--- config.mk ---
export PLATFORM = sky130hd
export DESIGN_NAME = control_unit_fsm
export DESIGN_NICKNAME = d
export VERILOG_FILES = /design/src/rtl/control_unit_fsm.sv
export SDC_FILE = /design/constraint.sdc
export NUM_CORES = 1
export LEC_CHECK = 0
export BUFFER_PORTS_ARGS = -buffer_cell sky130_fd_sc_hd__buf_4
export CAP_MARGIN = 20
export CORE_MARGIN = 1.5
export CORE_UTILIZATION = 39
export CTS_CLUSTER_DIAMETER = 120
export CTS_CLUSTER_SIZE = 20
export DETAILED_ROUTE_END_ITERATION = 6
export PLACE_DENSITY = 0.62
export SLEW_MARGIN = 20
export SYNTH_ARGS = -nofsm -noshare
export SYNTH_HDL_FRONTEND = slang
export SYNTH_SLANG_ARGS = --single-unit
--- constraint.sdc ---
create_clock -name clk -period 4.4 [get_ports clk]
set_input_delay 0.44 -clock clk [delete_from_list [all_inputs] [get_ports clk]]
set_output_delay 0.44 -clock clk [all_outputs]
set_load 0.01 [all_outputs]
--- src/rtl/control_unit_fsm.sv ---
// Sequencing control unit for the 8-bit single-cycle CPU: IDLE/RUN/WAIT/HALT with zero-latency decode.
// Optional retired-instruction counter compiled in with `define CONTROL_UNIT_PERF_EN.
module control_unit_fsm #(
    parameter int unsigned WAIT_CYCLES = 4,
    parameter int unsigned PERF_W      = 16
) (
    input  logic              clk,
    input  logic              reset,
    input  logic              start,
    input  logic              ext_stall,
    input  logic [5:0]        opcode,
    input  logic              z,
    output logic              s_inc,
    output logic              s_inm,
    output logic              we3,
    output logic              wez,
    output logic [2:0]        op_alu,
    output logic              pc_en,
    output logic              halted,
    output logic              illegal,
    output logic [PERF_W-1:0] retired
);

    localparam int unsigned CNT_W = 8;
    localparam logic [CNT_W-1:0] WAIT_LOAD = CNT_W'(WAIT_CYCLES - 1);

    typedef enum logic [1:0] {
        S_IDLE = 2'd0,
        S_RUN  = 2'd1,
        S_WAIT = 2'd2,
        S_HALT = 2'd3
    } state_t;

    state_t           r_state;
    state_t           w_next_state;
    logic [CNT_W-1:0] r_wait_cnt;
    logic [CNT_W-1:0] w_next_cnt;
    logic             r_illegal;
    logic             w_set_illegal;

    // State, wait counter and sticky illegal flag
    always_ff @(posedge clk or negedge reset) begin
        if (!reset) begin
            r_state    <= S_IDLE;
            r_wait_cnt <= '0;
            r_illegal  <= 1'b0;
        end else begin
            r_state    <= w_next_state;
            r_wait_cnt <= w_next_cnt;
            r_illegal  <= r_illegal | w_set_illegal;
        end
    end

    // Next state and combinational control decode
    always_comb begin
        w_next_state  = r_state;
        w_next_cnt    = r_wait_cnt;
        w_set_illegal = 1'b0;
        s_inc         = 1'b1;
        s_inm         = 1'b0;
        we3           = 1'b0;
        wez           = 1'b0;
        op_alu        = 3'b000;
        pc_en         = 1'b0;

        case (r_state)
            S_IDLE: begin
                if (start) w_next_state = S_RUN;
            end
            S_RUN: begin
                if (!ext_stall) begin
                    if (opcode[5]) begin
                        we3    = 1'b1;
                        wez    = 1'b1;
                        op_alu = opcode[4:2];
                        pc_en  = 1'b1;
                    end else if (opcode[4:2] == 3'b000) begin
                        s_inm = 1'b1;
                        we3   = 1'b1;
                        pc_en = 1'b1;
                    end else begin
                        case (opcode[4:0])
                            5'b00100: begin
                                s_inc = 1'b0;
                                pc_en = 1'b1;
                            end
                            5'b00101: begin
                                s_inc = ~z;
                                pc_en = 1'b1;
                            end
                            5'b00110: begin
                                s_inc = z;
                                pc_en = 1'b1;
                            end
                            5'b00111: begin
                                w_next_state = S_HALT;
                            end
                            5'b01000: begin
                                w_next_cnt   = WAIT_LOAD;
                                w_next_state = S_WAIT;
                            end
                            // NOP, and undefined opcodes executed as NOP
                            default: begin
                                pc_en         = 1'b1;
                                w_set_illegal = (opcode[4:0] != 5'b01001);
                            end
                        endcase
                    end
                end
            end
            S_WAIT: begin
                if (!ext_stall) begin
                    if (r_wait_cnt == '0) begin
                        pc_en        = 1'b1;
                        w_next_state = S_RUN;
                    end else begin
                        w_next_cnt = r_wait_cnt - CNT_W'(1);
                    end
                end
            end
            S_HALT: begin
                if (!ext_stall && start) begin
                    pc_en        = 1'b1;
                    w_next_state = S_RUN;
                end
            end
            default: w_next_state = S_IDLE;
        endcase
    end

    assign halted  = (r_state == S_HALT);
    assign illegal = r_illegal;

`ifdef CONTROL_UNIT_PERF_EN
    logic [PERF_W-1:0] r_retired;

    // Counts every cycle the PC advances, wrapping naturally
    always_ff @(posedge clk or negedge reset) begin
        if (!reset) begin
            r_retired <= '0;
        end else if (pc_en) begin
            r_retired <= r_retired + PERF_W'(1);
        end
    end

    assign retired = r_retired;
`else
    assign retired = '0;
`endif

endmodule

### Word-level counts from Yosys, hierarchy flattened

Index checks and enable logic that the tools add are counted.

| cells by class | value |
|---|---|
| equality and inequality tests | 19 |
| muxes and demuxes | 47 |
| add/sub/neg operators | 1 |
| reductions and logical operators | 10 |
| bitwise gates (word level) | 2 |

Operator list:

| kind | number |
|---|---|
| $mux W8 | 6 |
| $mux W1 | 26 |
| $eq A5 B3 Y1 const B | 4 |
| $ne A2 B2 Y1 const B | 8 |
| $pmux W8 S2 | 1 |
| $mux W2 | 7 |
| $mux W3 | 3 |
| $logic_not A8 Y1 | 1 |
| $pmux W2 S4 | 1 |
| $reduce_and A8 Y1 | 1 |
| $sub A8 B1 Y8 const B | 1 |
| $reduce_and A7 Y1 | 1 |
| $pmux W1 S3 | 2 |
| $eq A5 B4 Y1 const B | 1 |
| $ne A5 B4 Y1 const B | 1 |
| $reduce_or A5 Y1 | 1 |
| $eq A2 B2 Y1 const B | 2 |
| $pmux W2 S2 | 1 |
| $logic_not A3 Y1 | 1 |
| $ne A3 B3 Y1 const B | 1 |
| $eq A2 B1 Y1 const B | 1 |
| $logic_not A2 Y1 | 1 |
| $ne A2 B1 Y1 const B | 1 |
| $reduce_bool A2 Y1 | 1 |
| 5 further kinds | 5 |

| storage, ports and cells | value |
|---|---|
| register bits after elaboration | 11 |
| output and inout port bits | 26 |
| bits of input ports | 11 |
| word-level logic and storage cells | 82 |

### Logic depth before layout (Yosys ltp)

Gate-level depths: netlist of run 1.

| depth | value |
|---|---|
| depth after elaboration | 8 |
| depth in mapped cells | 6 |
| depth with buffers taken out | 6 |

### Worst setup path after synthesis of run 1

OpenSTA, ideal clock, no wires.

| path | value |
|---|---|
| path kind | register -> output |
| from | register r_wait_cnt[0] |
| to | output port pc_en |
| arrival time | 1541 ps |
| slack | 2419 ps |
| stages on the path, launching flop included | 7 |
| cell sequence | dfrtp_1 inv_1 ha_1 or3b_2 o31ai_1 a22oi_1 nor2_1 |

| between the ends | value |
|---|---|
| word-level cells in the longest chain between the ends | 4 |

RTL lines:

| element | RTL line | RTL |
|---|---|---|
| from (decl) | 36 | `logic [CNT_W-1:0] r_wait_cnt;` |
| from (signal assigned) | 49 | `r_wait_cnt <= w_next_cnt;` |
| $logic_not A8 Y1 | 113 | `if (r_wait_cnt == '0) begin` |
| $mux W1 | 113 |  |
| $mux W1 | 112 | `if (!ext_stall) begin` |
| $pmux W1 S3 | 66 | `case (r_state)` |
| to (decl) | 18 | `output logic pc_en,` |

No other way between the ends.

### Worst setup path in the final report of run 1

Same ends and word-level chain as after synthesis.

==> metrics, run 1 <==
Synth area leaders=dfrtp_1, buf_4, o221ai_1, o2bb2ai_1, nand2b_1; PwrDens=280 nW/um^2; worst skew pair latency=280 ps; area occupied by multi-input gates=around 630 sq um; number of flops mapped to enable cells by yosys=0; Cells after Synth=119; Bufs on Longest Clock Path=2; CP max FO=3; layout net count=152; row count=18; Synth async-reset ratio=100%; Netlist cell types=42; LEAKAGE=0.000500 uW; Detail Placement HPWL=1.71 mm; via count=914; Cell Area, Synth=1000 sq um; Layout Utilization=a little under half; met1 track demand over resource=24.4%; Min-Delay Path Depth=1; Hold EP=illegal; buffers plus inverters on the worst setup path=2; Clock transition at path regs=70 ps; I/O pin count=37; reg2reg path depth=4; Setup Viol. Count Final=0; Max Clock Skew=10.2 ps; Slew @ Worst Pin=874 ps; IR drop worst, VDD=0.154 mV; Hold Buf Count CTS=1; Starting Density=40.9%; family with the most delay on the worst path=simple AND/OR/NAND/NOR gates; RR Startpoint=r_wait_cnt[5]; Total Routing Usage GR=19.4%; cell taking the most area after synthesis=dfrtp_1; DRT Wirelength=2.16 mm; layout cells sized above 1=between 20 and 25%; die area=2890 sq um; Worst R2R Setup Slack=2420 ps; post_cts resized=0; Die Y=between 50 and 60 um; clock sinks=11; vias in the first global route=863; crit path capture type=primary output; final std cells w/o fill=168; n_diodes=0; die span in x=53.7 um; per-cell routed wire length=12.9 um; placed insts=163; smallest hold slack=about 480 ps; Synth top area share=27.4%; number of post-CTS setup repair buffers=0; overflow left after global routing=0; run status=finished clean; Root Buffer Master=clkbuf_4; GR Util met3=~4.2%; Final Max Tran Viols=0; CTS tree=built; syn avg cell area=8.43 sq um; DR pass1 iterations=4; DR DRC count=0; Post-DRT Antenna Nets=0; FF+latch count, synth=11; final period utilization=54.6%; max incr delay on CP=470 ps; largest net degree at the start of global routing=14; kind of critical path=reg2out; Worst EP required=3960 ps; Crit path arrival time=1960 ps; Storage cell area=275 sq um; first-pass GRT wire length=around 4 mm; r2r endpoint=r_wait_cnt[2]; CP max-delay cell=or3b_2; endpoints failing hold=0; grt met2 use=between 30% and 40%; area of the core=2450 sq um; worst-path cell chain=inv_1 > ha_1 > or3b_2 > o31ai_1 > a22oi_1 > nor2_1 > buf_4; relative slew slack=41.2%; CTS buffer count=3; minimum clock period=2400 ps; Max Clock Freq=0.416 GHz; IO Port Bufs=20; setup TNS=0 ps; Placer Congestion=0.776; RSZ-0062 raised after global routing=false; fillers=262; Worst Hold Launch=illegal; Seq/Total Area, Yosys=27.4%; Max-Cap Viols=0; commonest cells after routing, fill and taps aside=buf_4, conb_1, dfrtp_1; global route hottest layer=met2; synth warn=0; HP Class=reg2reg; initial antenna violation count=0; vias per cell=5.44; P&R area growth vs syn=14.1%; drt initial violations=12; Post-synth top flop=dfrtp_1; CP Launch Type=register; most common cell after layout, fill and taps aside=buf_4; H-tree Lvls=1
[area by class of cell]
type / instances / share of cell area [%]
well taps: 30 / 3.28
multi-input cells: 97 / 54.8
repair buffers: 21 / 14.0
flip-flops and latches: 11 / 24.0
clock buffers: 4 / 2.30
inverters: 5 / 1.64
[cells by family after synthesis]
kind of cell               Yosys count  synth area share [%]
adders and majority gates            2                  2.49
and+or+nand+nor                     45                  27.2
other                                1                 0.374
AOI/OAI and AO/OA                   33                  25.8
DFF                                 11                  27.4
buffers and inverters               26                  15.7
muxes                                1                 0.998
[where the power goes]
part	internal (uW)	switching [uW]	total [uW]
Clock	35.2	37.7	72.9
Sequential	115	19.4	134
Combinational	51.7	62.0	114
[Yosys cell counts (3+ instances only)]
library cell  number
o221ai_1           6
nor3_1             7
inv_1              5
buf_4             16
nand2_1            3
dfrtp_1           11
a21oi_1            3
clkbuf_1           5
nand2b_1           6
o2bb2ai_1          6
nor2_1             9
o31ai_1            4
[worst max-delay path by stage]
stage / from / cells past startpoint / end / slack, ps
2_1_floorplan: r_wait_cnt[0] / 6 / pc_en / 2420
3_3_place_gp: opcode[1] / 5 / r_wait_cnt[6] / 2180
3_5_place_dp: opcode[1] / 5 / r_wait_cnt[4] / 2180
4_1_cts: r_wait_cnt[0] / 7 / pc_en / 1970
5_1_grt: r_state[0] / 4 / s_inm / 1790
6_report: r_wait_cnt[0] / 7 / pc_en / 2000
[through the flow]
stage / instance area, sq um / total power (uW) / setup WS, ps
finish: 1140 / 321 / 2000
global route: 1140 / 352 / 1790
CTS: 1140 / 325 / 1970
detailed placement: 1110 / 250 / 2180
global placement: 1110 / 248 / 2180
floorplan: 1060 / 218 / 2420
[sequential cells by signal, summed over array words and instances, names as in the netlist]
signal      count
illegal         1
r_wait_cnt      8
r_state         2
[metal layers]
metal	part of all wire, %	routed length (um)
met3	4.4	96
met2	50	1070
met4	1.7	36
met1	44	956
met5	0	0
No activity file was read; power rests on OpenSTA's default activity.
==> run 2: changes to the inputs <==
--- a/config.mk
+++ b/config.mk
@@ -12,7 +12,7 @@
 export CTS_CLUSTER_DIAMETER = 120
 export CTS_CLUSTER_SIZE = 20
 export DETAILED_ROUTE_END_ITERATION = 6
-export PLACE_DENSITY = 0.62
+export PLACE_DENSITY = 0.64
 export SLEW_MARGIN = 20
 export SYNTH_ARGS = -nofsm -noshare
 export SYNTH_HDL_FRONTEND = slang
==> constraint.sdc (replaced) <==
create_clock -name clk -period 2.1 [get_ports clk]
set_input_delay 0.21 -clock clk [delete_from_list [all_inputs] [get_ports clk]]
set_output_delay 0.21 -clock clk [all_outputs]
set_load 0.01 [all_outputs]
==> metrics, run 2 (synthesized netlist as in run 1, its figures left out) <==
Placer Congestion=0.827; Clock transition at path regs=80 ps; kind of critical path=reg2out; Starting Density=roughly two fifths; CTS tree=built; worst-path cell chain=inv_2 > ha_4 > or3b_4 > o31ai_2 > a22oi_1 > nor2_1 > buf_4; DR pass1 iterations=4; Bufs on Longest Clock Path=2; internal power=around 470 uW; Detail Placement HPWL=around 1.8 mm; crit path capture type=primary output; Place WS=approximately 160 ps; Pwr Total=733 uW; I/O pin count=37; Clock Power Share=around a fifth; Die Y=between 50 and 60 um; most flop-heavy register=r_wait_cnt; die area=2890 sq um; CP Launch Type=register; die span in x=53.7 um; sw frac=a little over a third; row count=18; vias in the first global route=approximately 900; commonest cells after routing, fill and taps aside=buf_4, conb_1, dfrtp_1; via count=955; max reg flops=8; Root Buffer Master=clkbuf_4; run status=finished clean; LEAKAGE=between 0.0005 and 0.0006 uW; P&R area growth vs syn=23.9%; overflow left after global routing=0; IO Port Bufs=20; max incr delay on CP=410 ps; per-cell routed wire length=13.6 um; Max Clock Freq=0.488 GHz; Crit path arrival time=1840 ps; HP Class=in2reg; Flop pwr share=37.9%; DRT Wirelength=2.41 mm; largest net degree at the start of global routing=12; clock sinks=11; setup TNS=0 ps; Max Clock Skew=6.07 ps; buffers plus inverters on the worst setup path=2; placed insts=168; final std cells w/o fill=about 180; DR DRC count=0; PwrDens=589 nW/um^2; RSZ-0062 raised after global routing=true; n_diodes=0; Slew @ Worst Pin=1040 ps; minimum clock period=around 2000 ps; Max-Cap Viols=0; Layout Utilization=50.7%; family with the most delay on the worst path=simple AND/OR/NAND/NOR gates; Setup Viol. Count Final=0; Post-DRT Antenna Nets=0; CTS buffer count=3; most common cell after layout, fill and taps aside=buf_4; Worst EP required=1890 ps; CP max FO=3; Total Routing Usage GR=a little under a fifth; layout cells sized above 1=33.1%; endpoints failing hold=0; Gate power share=41.8%; H-tree Lvls=1; min setup slack post-route=between 50 and 60 ps; IR drop worst, VDD=about 0.34 mV; vias per cell=5.37; Sw Pwr=about 270 uW; CP max-delay cell=dfrtp_1; first-pass GRT wire length=4.02 mm; Final Max Tran Viols=0; worst skew pair latency=between 200 and 300 ps; drt initial violations=10; area of the core=2450 sq um; layout net count=162; initial antenna violation count=0; relative slew slack=between 30% and 40%; final period utilization=between 90% and 100%
## run 2: cell types whose count changed in the layout (fill, tap and decap cells not counted), sizes merged
cell,before,now
buf,20,30
## run 2: power by group through the flow
stage / registers [uW] / clock network (uW) / logic [uW]
finish: 277 / 149 / 307
global route: 282 / 163 / 343
CTS: 276 / 155 / 281
detailed placement: 277 / 0 / 269
global placement: 275 / 0 / 265
floorplan: 265 / 0 / 193
## run 2: cell type report
class / instances / area, sq um
Fill cell: 233 / 1210
Sequential cell: 11 / 275
Inverter: 5 / 18.8
Timing Repair Buffer: 31 / 235
Clock buffer: 4 / 26.3
Tap cell: 30 / 37.5
Multi-Input combinational cell: 97 / 651
## run 2: timing repair
action	in CTS	in global routing
pin swaps	0	5
hold endpoints to repair	11	0
setup endpoints to repair	1	1
hold buffers	1	0
setup buffers	1	4
resized for setup	4	3
## run 2: path summary, 6_finish.rpt
| path | from | to | slack [ps] | cells after the start |
|---|---|---|---|---|
| worst max register to register | r_wait_cnt[1] | r_wait_cnt[7] | 180 | 6 |
| worst min register to register | illegal | illegal | 490 | 1 |
| min in group asynchronous | reset | r_wait_cnt[4] | 310 | 2 |
| worst max-delay path | r_wait_cnt[1] | pc_en | 50 | 7 |
| worst min-delay path | start | r_state[0] | 270 | 3 |
| max in group asynchronous | reset | r_wait_cnt[1] | 1630 | 2 |
## run 2: layer usage
metal,vias to the layer above,global-route usage (%),part of all wire [%]
met5,-,0,0
met4,0,6.41,0.62
met3,2,3.33,4.0
met2,27,32.9,50
met1,456,23.9,45
li1,470,-,-
## run 2: metrics by stage
stage	hold WS [ps]	area (sq um)
after global routing	289	1240
after global placement	54.1	1150
final	267	1240
after detailed placement	55.4	1150
after CTS	261	1200
after floorplan	-85.6	1060
## run 2: tightest hold or removal path, delay by kind of cell
| kind | cells | cell delay (ps) |
|---|---|---|
| AOI/OAI and AO/OA | 2 | 200 |
| buffers and inverters | 1 | 90 |
